==> config.mk <==
export PLATFORM = sky130hd
export DESIGN_NAME = coord_decoder_flat
export DESIGN_NICKNAME = d
export VERILOG_FILES = /design/src/rtl/coord_decoder_pkg.sv /design/src/rtl/coord_decoder_if.sv /design/src/rtl/coord_decoder.sv /design/src/flat_wrapper.sv
export SDC_FILE = /design/constraint.sdc
export NUM_CORES = 1
export LEC_CHECK = 0
export CAP_MARGIN = 25
export CORE_MARGIN = 2
export CORE_UTILIZATION = 30
export CTS_BUF_LIST = sky130_fd_sc_hd__clkbuf_8
export CTS_CLUSTER_DIAMETER = 120
export DETAILED_ROUTE_END_ITERATION = 8
export GPL_TIMING_DRIVEN = 0
export PLACE_DENSITY_LB_ADDON = 0.2
export SETUP_SLACK_MARGIN = 0.3
export SYNTH_ARGS = -nofsm -noshare
export SYNTH_HDL_FRONTEND = slang
export SYNTH_SLANG_ARGS = --single-unit
==> constraint.sdc <==
create_clock -name CLOCK_50 -period 5.1 [get_ports CLOCK_50]
set_input_delay 1.02 -clock CLOCK_50 [delete_from_list [all_inputs] [get_ports CLOCK_50]]
set_output_delay 1.02 -clock CLOCK_50 [all_outputs]
set_load 0.05 [all_outputs]
==> src/rtl/coord_decoder_pkg.sv <==
// Shared constants and types for the linear-index to (row, column) decoder
// and the downstream area stage that consumes its coordinate pairs.
package coord_decoder_pkg;

   localparam int WIDTH   = 600;
   localparam int COORD_W = 11;
   localparam int IDX_W   = 33;
   localparam int K_W     = $clog2(COORD_W);

   localparam logic [IDX_W-1:0] MAX_INDEX = IDX_W'(WIDTH * (2 ** COORD_W) - 1);
   localparam logic [K_W-1:0]   K_LAST    = K_W'(COORD_W - 1);

   typedef logic [1:0]         state_t;
   typedef logic [COORD_W-1:0] coord_t;

   localparam state_t ST_IDLE = 2'd0;
   localparam state_t ST_DIV  = 2'd1;
   localparam state_t ST_DONE = 2'd2;

endpackage

==> src/rtl/coord_decoder_if.sv <==
// Valid/ready bundle carrying pixel indices in and coordinate pairs out.
interface coord_decoder_if;
   import coord_decoder_pkg::*;

   logic             in_valid;
   logic             in_ready;
   logic [IDX_W-1:0] in_index;
   logic             out_valid;
   logic             out_ready;
   coord_t           out_x;
   coord_t           out_y;
   logic             out_err;

   modport master (
      output in_valid, in_index, out_ready,
      input  in_ready, out_valid, out_x, out_y, out_err
   );

   modport slave (
      input  in_valid, in_index, out_ready,
      output in_ready, out_valid, out_x, out_y, out_err
   );

endinterface

==> src/rtl/coord_decoder.sv <==
// Linear pixel index -> (index / WIDTH, index % WIDTH) via a fixed-latency
// restoring division that resolves one quotient bit per clock, MSB first.
module coord_decoder
   import coord_decoder_pkg::*;
(
   input  logic           CLOCK_50,
   input  logic           reset,
   coord_decoder_if.slave bus
);

   localparam logic [IDX_W:0] WIDTH_EXT = (IDX_W + 1)'(WIDTH);

   state_t           r_state;
   logic [IDX_W-1:0] r_rem;
   coord_t           r_q;
   logic [K_W-1:0]   r_k;
   logic             r_valid;
   logic             r_err;
   coord_t           r_x;
   coord_t           r_y;

   logic             w_in_ready;
   logic             w_accept;
   logic             w_out_of_range;
   logic [IDX_W:0]   w_shift;
   logic             w_ge;
   logic [IDX_W-1:0] w_rem_next;
   coord_t           w_q_next;

   assign w_in_ready     = (r_state == ST_IDLE) && !reset;
   assign w_accept       = bus.in_valid && w_in_ready;
   assign w_out_of_range = bus.in_index > MAX_INDEX;

   // One extra bit on the shifted divisor keeps the compare from wrapping.
   assign w_shift    = WIDTH_EXT << r_k;
   assign w_ge       = {1'b0, r_rem} >= w_shift;
   assign w_rem_next = w_ge ? (r_rem - w_shift[IDX_W-1:0]) : r_rem;
   assign w_q_next   = r_q | (coord_t'(w_ge) << r_k);

   always_ff @(posedge CLOCK_50) begin
      if (reset) begin
         r_state <= ST_IDLE;
         r_valid <= 1'b0;
         r_err   <= 1'b0;
         r_x     <= '0;
         r_y     <= '0;
      end else begin
         case (r_state)
            ST_IDLE: begin
               if (w_accept) begin
                  r_rem <= bus.in_index;
                  r_q   <= '0;
                  r_k   <= K_LAST;
                  if (w_out_of_range) begin
                     r_err   <= 1'b1;
                     r_x     <= '0;
                     r_y     <= '0;
                     r_state <= ST_DONE;
                  end else begin
                     r_state <= ST_DIV;
                  end
               end
            end
            ST_DIV: begin
               r_rem <= w_rem_next;
               r_q   <= w_q_next;
               if (r_k == '0) begin
                  r_x     <= w_q_next;
                  r_y     <= w_rem_next[COORD_W-1:0];
                  r_valid <= 1'b1;
                  r_state <= ST_DONE;
               end else begin
                  r_k <= r_k - 1'b1;
               end
            end
            ST_DONE: begin
               // An out-of-range point enters DONE one cycle before it is presented.
               if (!r_valid) begin
                  r_valid <= 1'b1;
               end else if (bus.out_ready) begin
                  r_valid <= 1'b0;
                  r_err   <= 1'b0;
                  r_state <= ST_IDLE;
               end
            end
            default: r_state <= ST_IDLE;
         endcase
      end
   end

   assign bus.in_ready  = w_in_ready;
   assign bus.out_valid = r_valid;
   assign bus.out_x     = r_x;
   assign bus.out_y     = r_y;
   assign bus.out_err   = r_err;

endmodule

==> src/flat_wrapper.sv <==
// flat-port wrapper written by rule: the top's interface ports become plain ports
module coord_decoder_flat import coord_decoder_pkg::*;
  (CLOCK_50, reset, bus_in_valid, bus_in_index, bus_out_ready, bus_in_ready, bus_out_valid, bus_out_x, bus_out_y, bus_out_err);
  coord_decoder_if bus_i ();
  input  logic CLOCK_50;
  input  logic reset;
  input wire logic [$bits(bus_i.in_valid)-1:0] bus_in_valid;
  input wire logic [$bits(bus_i.in_index)-1:0] bus_in_index;
  input wire logic [$bits(bus_i.out_ready)-1:0] bus_out_ready;
  output wire logic [$bits(bus_i.in_ready)-1:0] bus_in_ready;
  output wire logic [$bits(bus_i.out_valid)-1:0] bus_out_valid;
  output wire logic [$bits(bus_i.out_x)-1:0] bus_out_x;
  output wire logic [$bits(bus_i.out_y)-1:0] bus_out_y;
  output wire logic [$bits(bus_i.out_err)-1:0] bus_out_err;
  assign bus_i.in_valid = bus_in_valid;
  assign bus_i.in_index = bus_in_index;
  assign bus_i.out_ready = bus_out_ready;
  assign bus_in_ready = bus_i.in_ready;
  assign bus_out_valid = bus_i.out_valid;
  assign bus_out_x = bus_i.out_x;
  assign bus_out_y = bus_i.out_y;
  assign bus_out_err = bus_i.out_err;
  coord_decoder u_core (.CLOCK_50(CLOCK_50), .reset(reset), .bus(bus_i));
endmodule
---- Word level (Yosys, flattened, before mapping) ----
Index checks and enable logic that the tools add are counted.
word-level totals
  register bits ........................... 74
  logic and storage cells ................. 70
operators by class
  add/sub/neg operators ................... 2
  $lt $le $gt $ge ......................... 2
  equality and inequality tests ........... 9
  shifts and indexed selects .............. 2
  multiplexer cells ....................... 29
  bitwise gates (word level) .............. 2
  reduce and logical (&&, ||, !) cells .... 15
operator list
  operator                                                                  count
  33-bit 2-to-1 mux                                                         2
  11-bit one-hot mux with 2 select lines                                    3
  33-bit one-hot mux with 2 select lines                                    1
  11-bit 2-to-1 mux                                                         5
  33-bit by 34-bit greater-or-equal comparator with 1-bit output            1
  10-bit by 4-bit << shifter with 34-bit output (first input constant)      1
  33-bit by 21-bit > comparator with 1-bit output (second input constant)   1
  33-bit subtractor                                                         1
  4-bit AND reduction                                                       4
  11-bit OR                                                                 1
  1-bit by 4-bit << shifter with 11-bit output                              1
  2-bit 2-to-1 mux                                                          5
  2-bit by 1-bit inequality test with 1-bit output (second input constant)  5
  4-bit 2-to-1 mux                                                          2
  4-bit one-hot mux with 2 select lines                                     1
  1-bit 2-to-1 mux                                                          7
  2-bit one-hot mux with 3 select lines                                     1
  2-bit nonzero test                                                        3
  5-bit AND reduction                                                       1
  4-bit logical NOT                                                         1
  2-bit inequality test (second input constant)                             2
  1-bit one-hot mux with 2 select lines                                     2
  4-bit by 1-bit subtractor with 4-bit output (second input constant)       1
  3-bit AND reduction                                                       1
  7 further kinds                                                           8

---- Logic depth before layout (Yosys ltp) ----
Gate-level depths: netlist of the first run.
  word-level depth ........................ 6
  mapped depth ............................ 17

---- Worst setup path before layout of the first run ----
Ideal clock, no wire load.
  path kind ............................... reg-to-reg
  start point ............................. reg u_core.r_k[1]
  end point ............................... reg u_core.r_rem[11], enable pin
  setup time .............................. 0.408 ns
  arrival time ............................ 4.087 ns
  required time ........................... 4.692 ns
  path slack .............................. 0.605 ns
  stages on the path, launching flop included .. 16
  path buffers ............................ 4
  clock period less this slack ............ 4.495 ns
  path through ............................ edfxtp_1 > clkbuf_1 > inv_1 > ha_1 > xnor2_1 > nand2_1 > ha_1 > clkbuf_1 > nand2_1 > nor4_1 > a31oi_1 > and2_1 > buf_6 > and2_1 > buf_6 > a21oi_1
between the ends
  cells in the longest elaborated chain, start to end .. 4
ends and longest elaborated chain
  what                                                               RTL line             source
  start, declared                                                    coord_decoder.sv:16  logic [K_W-1:0] r_k;
  start signal, assigned                                             coord_decoder.sv:73  r_k <= r_k - 1'b1;
  10-bit by 4-bit << shifter with 34-bit output                      coord_decoder.sv:35  assign w_shift = WIDTH_EXT << r_k;
  33-bit by 34-bit greater-or-equal comparator with 1-bit output     coord_decoder.sv:36  assign w_ge = {1'b0, r_rem} >= w_shift;
  2-bit by 1-bit inequality test with 1-bit output (no source line)  --
  4-bit AND reduction (no source line)                               --
  end signal, assigned                                               coord_decoder.sv:51  r_rem <= bus.in_index;
  end signal, assigned                                               coord_decoder.sv:65  r_rem <= w_rem_next;
  end, declared                                                      coord_decoder.sv:14  logic [IDX_W-1:0] r_rem;
Every way passes these cells.
A chain may end at the register's enable or synchronous reset.

---- Worst setup path after layout of the first run ----
Ends and elaborated chain as after synthesis.

==> results of run 1 <==
==> where the power goes <==
part,internal (mW),switching (mW)
Combinational,0.0958,0.125
Sequential,0.657,0.0108
Clock,0.176,0.247
Total,0.929,0.383
==> layout make-up <==
type / count / area [sq um]
fillers: 1528 / 9460
plain buffers: 29 / 141
clock buffers: 9 / 124
clock inverters: 7 / 46.3
flip-flops and latches: 74 / 1960
well taps: 188 / 235
repair buffers: 61 / 616
multi-input cells: 395 / 2520
inverters: 9 / 33.8
==> repair_timing <==
item / CTS / global route
setup endpoints to repair: 22 / 13
gates cloned: 0 / 0
gates resized for setup: 2 / 2
setup buffers: 0 / 0
==> cell families (layout without fill, tap and decap cells) <==
logic type,after synthesis,count (layout),synth area share
AO/OA/AOI/OAI,145,145,0.206
adder cells (fa/ha/maj),28,28,0.0755
XOR/XNOR,21,21,0.0396
AND/OR/NAND/NOR,191,191,0.196
multiplexers,10,10,0.0221
flip-flops,74,74,0.423
buffers and inverters,38,115,0.0375
==> worst min-delay path: cells and delay by family, from the launching register on <==
| family | cells | cell delay (ns) |
|---|---|---|
| flops | 1 | 0.32 |
| compound gates | 1 | 0.05 |
| simple gates | 1 | 0.05 |
==> flip-flops by register name (all words and copies together) (netlist names) <==
| signal | flops |
|---|---|
| u_core.bus.out_valid | 1 |
| u_core.r_k | 4 |
| u_core.r_state | 2 |
| u_core.bus.out_y | 11 |
| u_core.bus.out_x | 11 |
| u_core.r_q | 11 |
| u_core.bus.out_err | 1 |
| u_core.r_rem | 33 |
==> cells in the mapped netlist, drive strengths merged, types with 4 or more instances <==
library cell,instances,area (sq um)
or3,4,25.0
buf,6,53.8
a21oi,31,166
xor2,7,61.3
a211o,4,35.0
and2,10,62.6
nand2b,4,25.0
o31ai,5,37.5
clkbuf,23,86.3
nand2,72,289
nand3,8,40.0
nor2,56,210
nor3,7,35.0
a22oi,13,97.6
a211oi,7,57.6
nor4,4,25.0
a31oi,7,43.8
nor2b,4,25.0
a21o,4,30.0
o21ai,42,210
ha,28,350
mux2i,8,80.1
xnor2,14,123
nand4,4,25.0
a41oi,6,52.6
inv,9,33.8
dfxtp,26,521
edfxtp,48,1440
==> stage by stage <==
stage	area (sq um)	std cells
6_report	5680	772
5_1_grt	5680	772
4_1_cts	5680	772
3_5_place_dp	5500	756
3_3_place_gp	5480	755
2_1_floorplan	4640	507
==> layer usage <==
layer  wire length (microns)  GRT usage  share of wire  vias up
met2                    6120      0.269           0.45      123
li1                        -          -              -     2025
met5                       0          0              0        -
met3                     582     0.0266          0.043       19
met4                     270     0.0646          0.020        0
met1                    6510      0.232           0.48     1938
==> worst max-delay path by stage <==
stage	cells past startpoint	end	slack, ns	from
after global routing	16	u_core.r_rem[11]$_DFFE_PP_	0.31	u_core.r_k[1]$_SDFFCE_PN1P_
final	16	u_core.r_rem[11]$_DFFE_PP_	0.61	u_core.r_k[1]$_SDFFCE_PN1P_
after detailed placement	16	u_core.r_rem[27]$_DFFE_PP_	0.13	u_core.r_k[1]$_SDFFCE_PN1P_
after floorplan	15	u_core.r_rem[11]$_DFFE_PP_	0.60	u_core.r_k[1]$_SDFFCE_PN1P_
after global placement	15	u_core.r_rem[27]$_DFFE_PP_	-1.05	u_core.r_k[1]$_SDFFCE_PN1P_
after CTS	16	u_core.r_rem[11]$_DFFE_PP_	0.48	u_core.r_k[1]$_SDFFCE_PN1P_
==> impl_metrics.csv, run 1 <==
group,metric,value,unit
place,gp_congestion,0.861,
timing,tightest_slew,0.722,ns
timing,rsz0062_at_grt,"false",
routing,postRouteAntennaNets,0,
grt,antenna_found_initial,0,
power_and_ir_drop,cellLeakagePower,2.05,nW
grt,grt_max_degree,20,
timing,post-route-period-util,0.881,
timing,period_minus_slack,4.49,ns
clock_tree,ctsHoldBuffers,0,
clock_tree,htreeDepth,3,
synth,synth_edf_count,48,
setup_path,startpoint_type,"flop",
setup_path,max_stage_delay,0.42,ns
hold_path,whs_path_depth,2,
synth,synth_warnings,0,
routing,vias_per_cell,5.32,
grt,grt_use_total,0.169,
floorplan,start_util,0.307,
synth,yosysSeqAreaShare,0.423,
clock_tree,tritoncts,"built",
setup_path,arrival,4.57,ns
floorplan,core-area,15100,sq um
synth,ys_ff_latch,74,
routing,wirelength,13.5,mm
layout,layout_common_cells,"nand2_1, clkdlybuf4s50_1, nor2_1",
run_status,status,"completed",
floorplan,die_area,16500,sq um
timing,relSlewSlack,0.515,
grt,first_global_vias,4007,
floorplan,fp.dieH,128,microns
hold_path,min_to,"u_core.bus.out_y[4]$_SDFFE_PP0P_",
routing,wl_per_cell,17.5,microns
floorplan,die_w,128,microns
timing,clock_skew,0.0102,ns
setup_path,critPathBufInv,6,
timing,setup_viol,0,
power_and_ir_drop,p_per_area,231,nW/um^2
grt,grt-ovfl-total,0,
hold_path,holdCritPathClass,"reg2reg",
setup_path,crit_type,"reg2reg",
routing,drt_iter0_markers,318,
power_and_ir_drop,peakVddDrop,106,uV
setup_path,end_kind,"flop",
floorplan,std_cell_rows,45,
clock_tree,clk_root_buffer_cell,"clkbuf_8",
layout,final_common_cell,"nand2_1",
setup_path,cp_slowest_cell,"edfxtp_1",
synth,yosysUniqueCellTypes,63,
clock_tree,clockBufferDepth,2,
setup_path,r2r-end,"u_core.r_rem[11]$_DFFE_PP_",
setup_path,r2r_start,"u_core.r_k[1]$_SDFFCE_PN1P_",
layout,syn_to_final_growth,22.4,%
setup_path,reg2reg_slack,0.61,ns
floorplan,boundaryPins,62,
clock_tree,clock_latency,0.38,ns
timing,fmax,223,MHz
routing,first_pass_iters,5,
layout,diodes,0,
layout,drive_gt1_frac,0.0668,
timing,setup_ws,0.609,ns
synth,syn_area,4640,sq um
place,io_buffers,60,
clock_tree,cts_num_sinks,74,
synth,async_flop_share,0,
timing,hold_viol,0,
synth,synth_cells,507,
layout,fin_util,0.375,
synth,syn_nets,572,
setup_path,cp_cell_sequence,"clkbuf_2 -> inv_1 -> ha_1 -> xnor2_1 -> nand2_1 -> ha_1 -> clkbuf_1 -> nand2_1 -> nor4_2 -> a31oi_1 -> and2_1 -> buf_6 -> and2_1 -> buf_6 -> a21oi_4 -> buf_8",
run,cap_violations,0,
hold_path,hold_start,"u_core.bus.out_y[4]$_SDFFE_PP0P_",
setup_path,cp_data_required_time,5.18,ns
routing,num_vias,4105,
setup_path,crit_path_max_fanout,13,
power_and_ir_drop,power,1.31,mW
clock_tree,clkTransAtPathRegs,0.08,ns
place,place_ws,0.128,ns
setup_path,cp_top_family,"buffers and inverters",
setup_path,reg2regPathDepth,16,
timing,whs,0.459,ns
timing,fin_tns_setup,0,ns
grt,grt_pass1_wl,21.4,mm
routing,drc,0,
clock_tree,cts_buffers,9,
layout,nNetsFinal,644,
synth,syn_avg_cell_area,9.16,sq um
place,post-dp-hpwl,10.4,mm
timing,slew_viol_final,0,
synth,synthFlopType,"edfxtp_1",
Power figures use the tool's default switching activity.
==> run 2: changes to the inputs <==
--- a/config.mk
+++ b/config.mk
@@ -9,7 +9,6 @@
 export CORE_MARGIN = 2
 export CORE_UTILIZATION = 30
 export CTS_BUF_LIST = sky130_fd_sc_hd__clkbuf_8
-export CTS_CLUSTER_DIAMETER = 120
 export DETAILED_ROUTE_END_ITERATION = 8
 export GPL_TIMING_DRIVEN = 0
 export PLACE_DENSITY_LB_ADDON = 0.2
==> constraint.sdc (replaced) <==
create_clock -name CLOCK_50 -period 3.6 [get_ports CLOCK_50]
set_input_delay 0.72 -clock CLOCK_50 [delete_from_list [all_inputs] [get_ports CLOCK_50]]
set_output_delay 0.72 -clock CLOCK_50 [all_outputs]
set_load 0.05 [all_outputs]
==> impl_metrics.csv, run 2 (same netlist as run 1, synthesis figures left out) <==
group,metric,value,unit
setup_path,crit_end,"u_core.r_rem[27]$_DFFE_PP_",
timing,tightest_slew,1.04,ns
setup_path,startpoint,"u_core.r_k[1]$_SDFFCE_PN1P_",
timing,fmax,283,MHz
timing,slew_viol_final,0,
layout,final_common_cell,"nand2_1",
routing,postRouteAntennaNets,0,
setup_path,reg2reg_slack,0.06,ns
place,io_buffers,60,
timing,whs,0.461,ns
timing,rsz0062_at_grt,"true",
hold_path,holdCritPathClass,"reg2reg",
routing,first_pass_iters,7,
floorplan,std_cell_rows,45,
grt,grt_use_total,0.178,
setup_path,r2r_start,"u_core.r_k[1]$_SDFFCE_PN1P_",
run,cap_violations,0,
setup_path,reg2regPathDepth,15,
place,post-dp-hpwl,10.1,mm
power_and_ir_drop,peakVddDrop,232,uV
timing,period_minus_slack,3.54,ns
routing,num_vias,4437,
routing,drt_iter0_markers,292,
run_status,status,"completed",
floorplan,fp.dieH,128,microns
floorplan,die_w,128,microns
setup_path,crit_path_max_fanout,5,
setup_path,cp_data_required_time,3.73,ns
layout,layout_common_cells,"nand2_1, clkdlybuf4s50_1, nor2_1",
grt,grt-ovfl-total,0,
layout,regMostFlops,"u_core.r_rem",
place,dpl.cell_count,755,
clock_tree,htreeDepth,3,
layout,syn_to_final_growth,53.5,%
layout,stdcell_area,7130,sq um
layout,drive_gt1_frac,0.295,
timing,hold_viol,0,
routing,drc,0,
clock_tree,tritoncts,"built",
clock_tree,clkTransAtPathRegs,0.09,ns
timing,post-route-period-util,0.983,
setup_path,r2r-end,"u_core.r_rem[27]$_DFFE_PP_",
routing,wirelength,15.2,mm
clock_tree,cts_num_sinks,74,
clock_tree,clk_root_buffer_cell,"clkbuf_8",
power_and_ir_drop,p_per_area,308,nW/um^2
floorplan,die_area,16500,sq um
floorplan,core-area,15100,sq um
setup_path,arrival,3.67,ns
layout,largest_reg_flops,33,
timing,clock_skew,0.0142,ns
layout,finalNonFillerCells,832,
setup_path,startpoint_type,"flop",
clock_tree,clockBufferDepth,2,
grt,antenna_found_initial,0,
layout,diodes,0,
place,dpl_cell_area,5580,sq um
clock_tree,cts_buffers,9,
layout,fin_util,0.471,
power_and_ir_drop,cellLeakagePower,2.55,nW
grt,grt_max_degree,20,
routing,vias_per_cell,5.33,
setup_path,crit_type,"reg2reg",
timing,setup_viol,0,
setup_path,end_kind,"flop",
grt,first_global_vias,4251,
routing,wl_per_cell,18.3,microns
floorplan,boundaryPins,62,
grt,grt_pass1_wl,22.7,mm
layout,nNetsFinal,704,
floorplan,start_util,0.307,
clock_tree,clock_latency,0.38,ns
place,gp_congestion,0.878,
timing,relSlewSlack,0.302,
## run 2: cell types whose count changed in the layout (fill, tap and decap cells not counted), sizes merged
cell and delta:
buf +59, bufinv +3, inv -2, a21oi +1, clkinv -1
## run 2: through the flow
step	power [mW]	TNS, ns	setup slack (ns)
final	2.20	0	0.0626
after global routing	2.28	-0.126	-0.0502
after CTS	2.15	0	0.0959
after detailed placement	1.28	-16.63	-0.573
after global placement	1.28	-13.81	-0.520
after floorplan	1.17	0	0.265
## run 2: power by group
| group | switching, mW | total, mW | internal (mW) |
|---|---|---|---|
| registers | 0.0203 | 0.952 | 0.932 |
| logic | 0.222 | 0.437 | 0.215 |
| clock network | 0.345 | 0.806 | 0.461 |
## run 2: layer usage
| metal | vias to the layer above | wire length [microns] | global-route usage |
|---|---|---|---|
| li1 | 2140 | - | - |
| met1 | 2139 | 6930 | 0.241 |
| met2 | 130 | 7260 | 0.288 |
| met3 | 28 | 742 | 0.0420 |
| met4 | 0 | 256 | 0.0465 |
| met5 | - | 0 | 0 |
## run 2: final cells by class
| class | count | area (sq um) |
|---|---|---|
| Clock buffer | 9 | 124 |
| Inverter | 9 | 47.5 |
| Fill cell | 1400 | 8020 |
| Tap cell | 188 | 235 |
| Clock inverter | 7 | 120 |
| Multi-Input combinational cell | 396 | 3230 |
| Sequential cell | 74 | 1960 |
| Buffer | 29 | 229 |
| Timing Repair Buffer | 120 | 1180 |
## run 2: how the worst min path moves through the flow
| stage | startpoint | end | slack, ns | depth (start not counted) |
|---|---|---|---|---|
| floorplan | u_core.r_q[0]$_DFFE_PP_ | u_core.bus.out_x[0]$_SDFFE_PP0P_ | 0.48 | 2 |
| global placement | u_core.bus.out_y[9]$_SDFFE_PP0P_ | u_core.bus.out_y[9]$_SDFFE_PP0P_ | 0.44 | 2 |
| detailed placement | u_core.bus.out_y[3]$_SDFFE_PP0P_ | u_core.bus.out_y[3]$_SDFFE_PP0P_ | 0.44 | 2 |
| CTS | u_core.bus.out_y[3]$_SDFFE_PP0P_ | u_core.bus.out_y[3]$_SDFFE_PP0P_ | 0.46 | 2 |
| global route | u_core.bus.out_y[9]$_SDFFE_PP0P_ | u_core.bus.out_y[9]$_SDFFE_PP0P_ | 0.49 | 2 |
| finish | u_core.bus.out_y[9]$_SDFFE_PP0P_ | u_core.bus.out_y[9]$_SDFFE_PP0P_ | 0.46 | 2 |
## run 2: repair_timing
| action | in CTS | in global routing |
|---|---|---|
| setup buffers | 39 | 18 |
| pin swaps | 32 | 48 |
| gates cloned | 3 | 1 |
| resized for setup | 92 | 83 |
| endpoints found under the setup margin | 75 | 75 |
| hold buffers | 0 | 0 |
## run 2: critical path, cell delays in order, from the launching register on
cell and delay (ns):
edfxtp_1 0.43, buf_6 0.15, ha_4 0.17, mux2_4 0.28, a22oi_2 0.17, ha_1 0.28, buf_6 0.13, a211oi_4 0.23
o21ai_2 0.09, a2111o_1 0.41, o22ai_4 0.21, buf_6 0.16, nand3b_1 0.18, buf_4 0.21, xor2_1 0.12, o21ai_1 0.06
==> run 3: changes to the inputs <==
==> constraint.sdc (replaced) <==
create_clock -name CLOCK_50 -period 3.9 [get_ports CLOCK_50]
set_input_delay 0.78 -clock CLOCK_50 [delete_from_list [all_inputs] [get_ports CLOCK_50]]
set_output_delay 0.78 -clock CLOCK_50 [all_outputs]
set_load 0.05 [all_outputs]
==> impl_metrics.csv, run 3 (same netlist as run 1, synthesis figures left out) <==
group,metric,value,unit
layout,syn_to_final_growth,38.9,%
power_and_ir_drop,p_int,1.33,mW
place,io_buffers,60,
setup_path,cp_slowest_cell,"edfxtp_1",
routing,vias_per_cell,5.31,
routing,wirelength,14.5,mm
layout,regMostFlops,"u_core.r_rem",
floorplan,fp.dieH,128,microns
timing,post-route-period-util,0.928,
floorplan,std_cell_rows,45,
timing,period_minus_slack,3.62,ns
power_and_ir_drop,p_clk_frac,0.336,
layout,largest_reg_flops,33,
setup_path,arrival,3.72,ns
floorplan,die_w,128,microns
grt,grt-ovfl-total,0,
floorplan,start_util,0.307,
power_and_ir_drop,power_switching_share,0.285,
routing,wl_per_cell,18.0,microns
layout,drive_gt1_frac,0.188,
setup_path,cpMostUsedCell,"ha_1",
power_and_ir_drop,p_comb_frac,0.192,
floorplan,boundaryPins,62,
grt,first_global_vias,4234,
hold_path,hold_start,"u_core.bus.out_y[6]$_SDFFE_PP0P_",
clock_tree,cts_buffers,9,
timing,rsz0062_at_grt,"true",
power_and_ir_drop,switchingPower,530,uW
setup_path,cp_top_family,"simple AND/OR/NAND/NOR gates",
power_and_ir_drop,peakVddDrop,155,uV
layout,layout_common_cells,"nand2_1, clkdlybuf4s50_1, nor2_1",
routing,num_vias,4273,
setup_path,r2r_start,"u_core.r_k[0]$_SDFFCE_PN0P_",
grt,grt_pass1_wl,22.5,mm
clock_tree,cts_num_sinks,74,
setup_path,startpoint,"u_core.r_k[0]$_SDFFCE_PN0P_",
layout,multi_input_area,2850,sq um
power_and_ir_drop,p_per_area,288,nW/um^2
power_and_ir_drop,cellLeakagePower,2.33,nW
timing,slew_viol_final,0,
routing,first_pass_iters,4,
run,cap_violations,0,
layout,seqCellArea,1960,sq um
grt,grt_use_total,0.176,
setup_path,cp_cell_sequence,"buf_4 -> ha_1 -> or3_1 -> ha_1 -> nand3_4 -> nor4_2 -> a31oi_2 -> and2_1 -> buf_6 -> and2_4 -> buf_12 -> a21oi_4 -> clkbuf_16",
timing,fmax,276,MHz
place,post-dp-hpwl,10.3,mm
clock_tree,ctsHoldBuffers,0,
setup_path,startpoint_type,"flop",
setup_path,crit_type,"reg2reg",
routing,drc,0,
grt,grt_max_degree,20,
layout,diodes,0,
clock_tree,clkTransAtPathRegs,0.09,ns
floorplan,die_area,16500,sq um
routing,drt_iter0_markers,276,
timing,whs,0.465,ns
setup_path,critPathBufInv,4,
setup_path,end_kind,"flop",
timing,setup_viol,0,
power_and_ir_drop,power_frac_seq,0.471,
timing,clock_skew,0.0108,ns
layout,n_fill_cell,1466,
floorplan,core-area,15100,sq um
timing,hold_viol,0,
hold_path,holdCritPathClass,"reg2reg",
clock_tree,tritoncts,"built",
grt,antenna_found_initial,0,
setup_path,crit_path_max_fanout,8,
clock_tree,clock_latency,0.38,ns
place,gp_congestion,0.888,
routing,postRouteAntennaNets,0,
timing,relSlewSlack,0.318,
setup_path,cp_data_required_time,4.00,ns
setup_path,max_stage_delay,0.47,ns
clock_tree,clockBufferDepth,2,
run_status,status,"completed",
clock_tree,clk_root_buffer_cell,"clkbuf_8",
timing,fin_tns_setup,0,ns
layout,nNetsFinal,677,
timing,tightest_slew,1.01,ns
clock_tree,htreeDepth,3,
layout,final_common_cell,"nand2_1",
-- run 3: cell types whose count changed in the layout (fill, tap and decap cells not counted), moves of 6 or more --
| cell | previous run | this run |
|---|---|---|
| o21ai_2 | 16 | 1 |
| ha_1 | 13 | 19 |
| ha_4 | 13 | 6 |
| o21ai_1 | 20 | 14 |
| buf_4 | 44 | 23 |
| o21ai_0 | 6 | 27 |
-- run 3: tightest hold or removal path, stage by stage, from the launching register on --
cell	delay, ns
dfxtp_1	0.32
nand2_1	0.05
o21ai_1	0.05
-- run 3: worst paths after layout --
check	to	slack [ns]	cells after the start
max	u_core.r_rem[14]$_DFFE_PP_	0.28	13
min	u_core.bus.out_y[6]$_SDFFE_PP0P_	0.46	2
max reg2reg	u_core.r_rem[14]$_DFFE_PP_	0.28	13
min reg2reg	u_core.bus.out_y[6]$_SDFFE_PP0P_	0.46	2
-- run 3: final cells by class --
class,instances,share of cell area
well taps,188,0.0365
multi-input cells,396,0.442
inverters,9,0.00640
clock inverters,7,0.0107
repair buffers,93,0.148
plain buffers,29,0.0326
flip-flops and latches,74,0.304
clock buffers,9,0.0192
-- run 3: per-stage QoR --
stage          setup WS [ns]  std cells  power [mW]  utilization  area, sq um
2_1_floorplan          0.301        507        1.08            -         4660
3_3_place_gp          -0.814        755        1.17        0.363         5490
3_5_place_dp          -0.812        755        1.18        0.363         5490
4_1_cts                0.289        787        1.84        0.396         6000
5_1_grt                0.179        805        1.94        0.426         6450
6_report               0.282        805        1.86        0.426         6450
-- run 3: what timing repair did --
item,in CTS,in global routing
cloned,1,3
pin swaps,9,18
endpoints found under the setup margin,75,70
gates resized for setup,34,69
buffers inserted,15,15
-- run 3: power by group through the flow --
stage               Sequential (mW)  Combinational (mW)  Clock (mW)
finish                        0.876               0.358       0.626
global route                  0.879               0.391       0.669
detailed placement            0.892               0.283           0
CTS                           0.875               0.317       0.644
floorplan                     0.892               0.184           0
global placement              0.892               0.282           0
-- run 3: routing by layer --
metal / track usage / share of wire
met1: 0.243 / 0.46
met2: 0.279 / 0.47
met3: 0.0270 / 0.051
met4: 0.0640 / 0.025
met5: 0 / 0
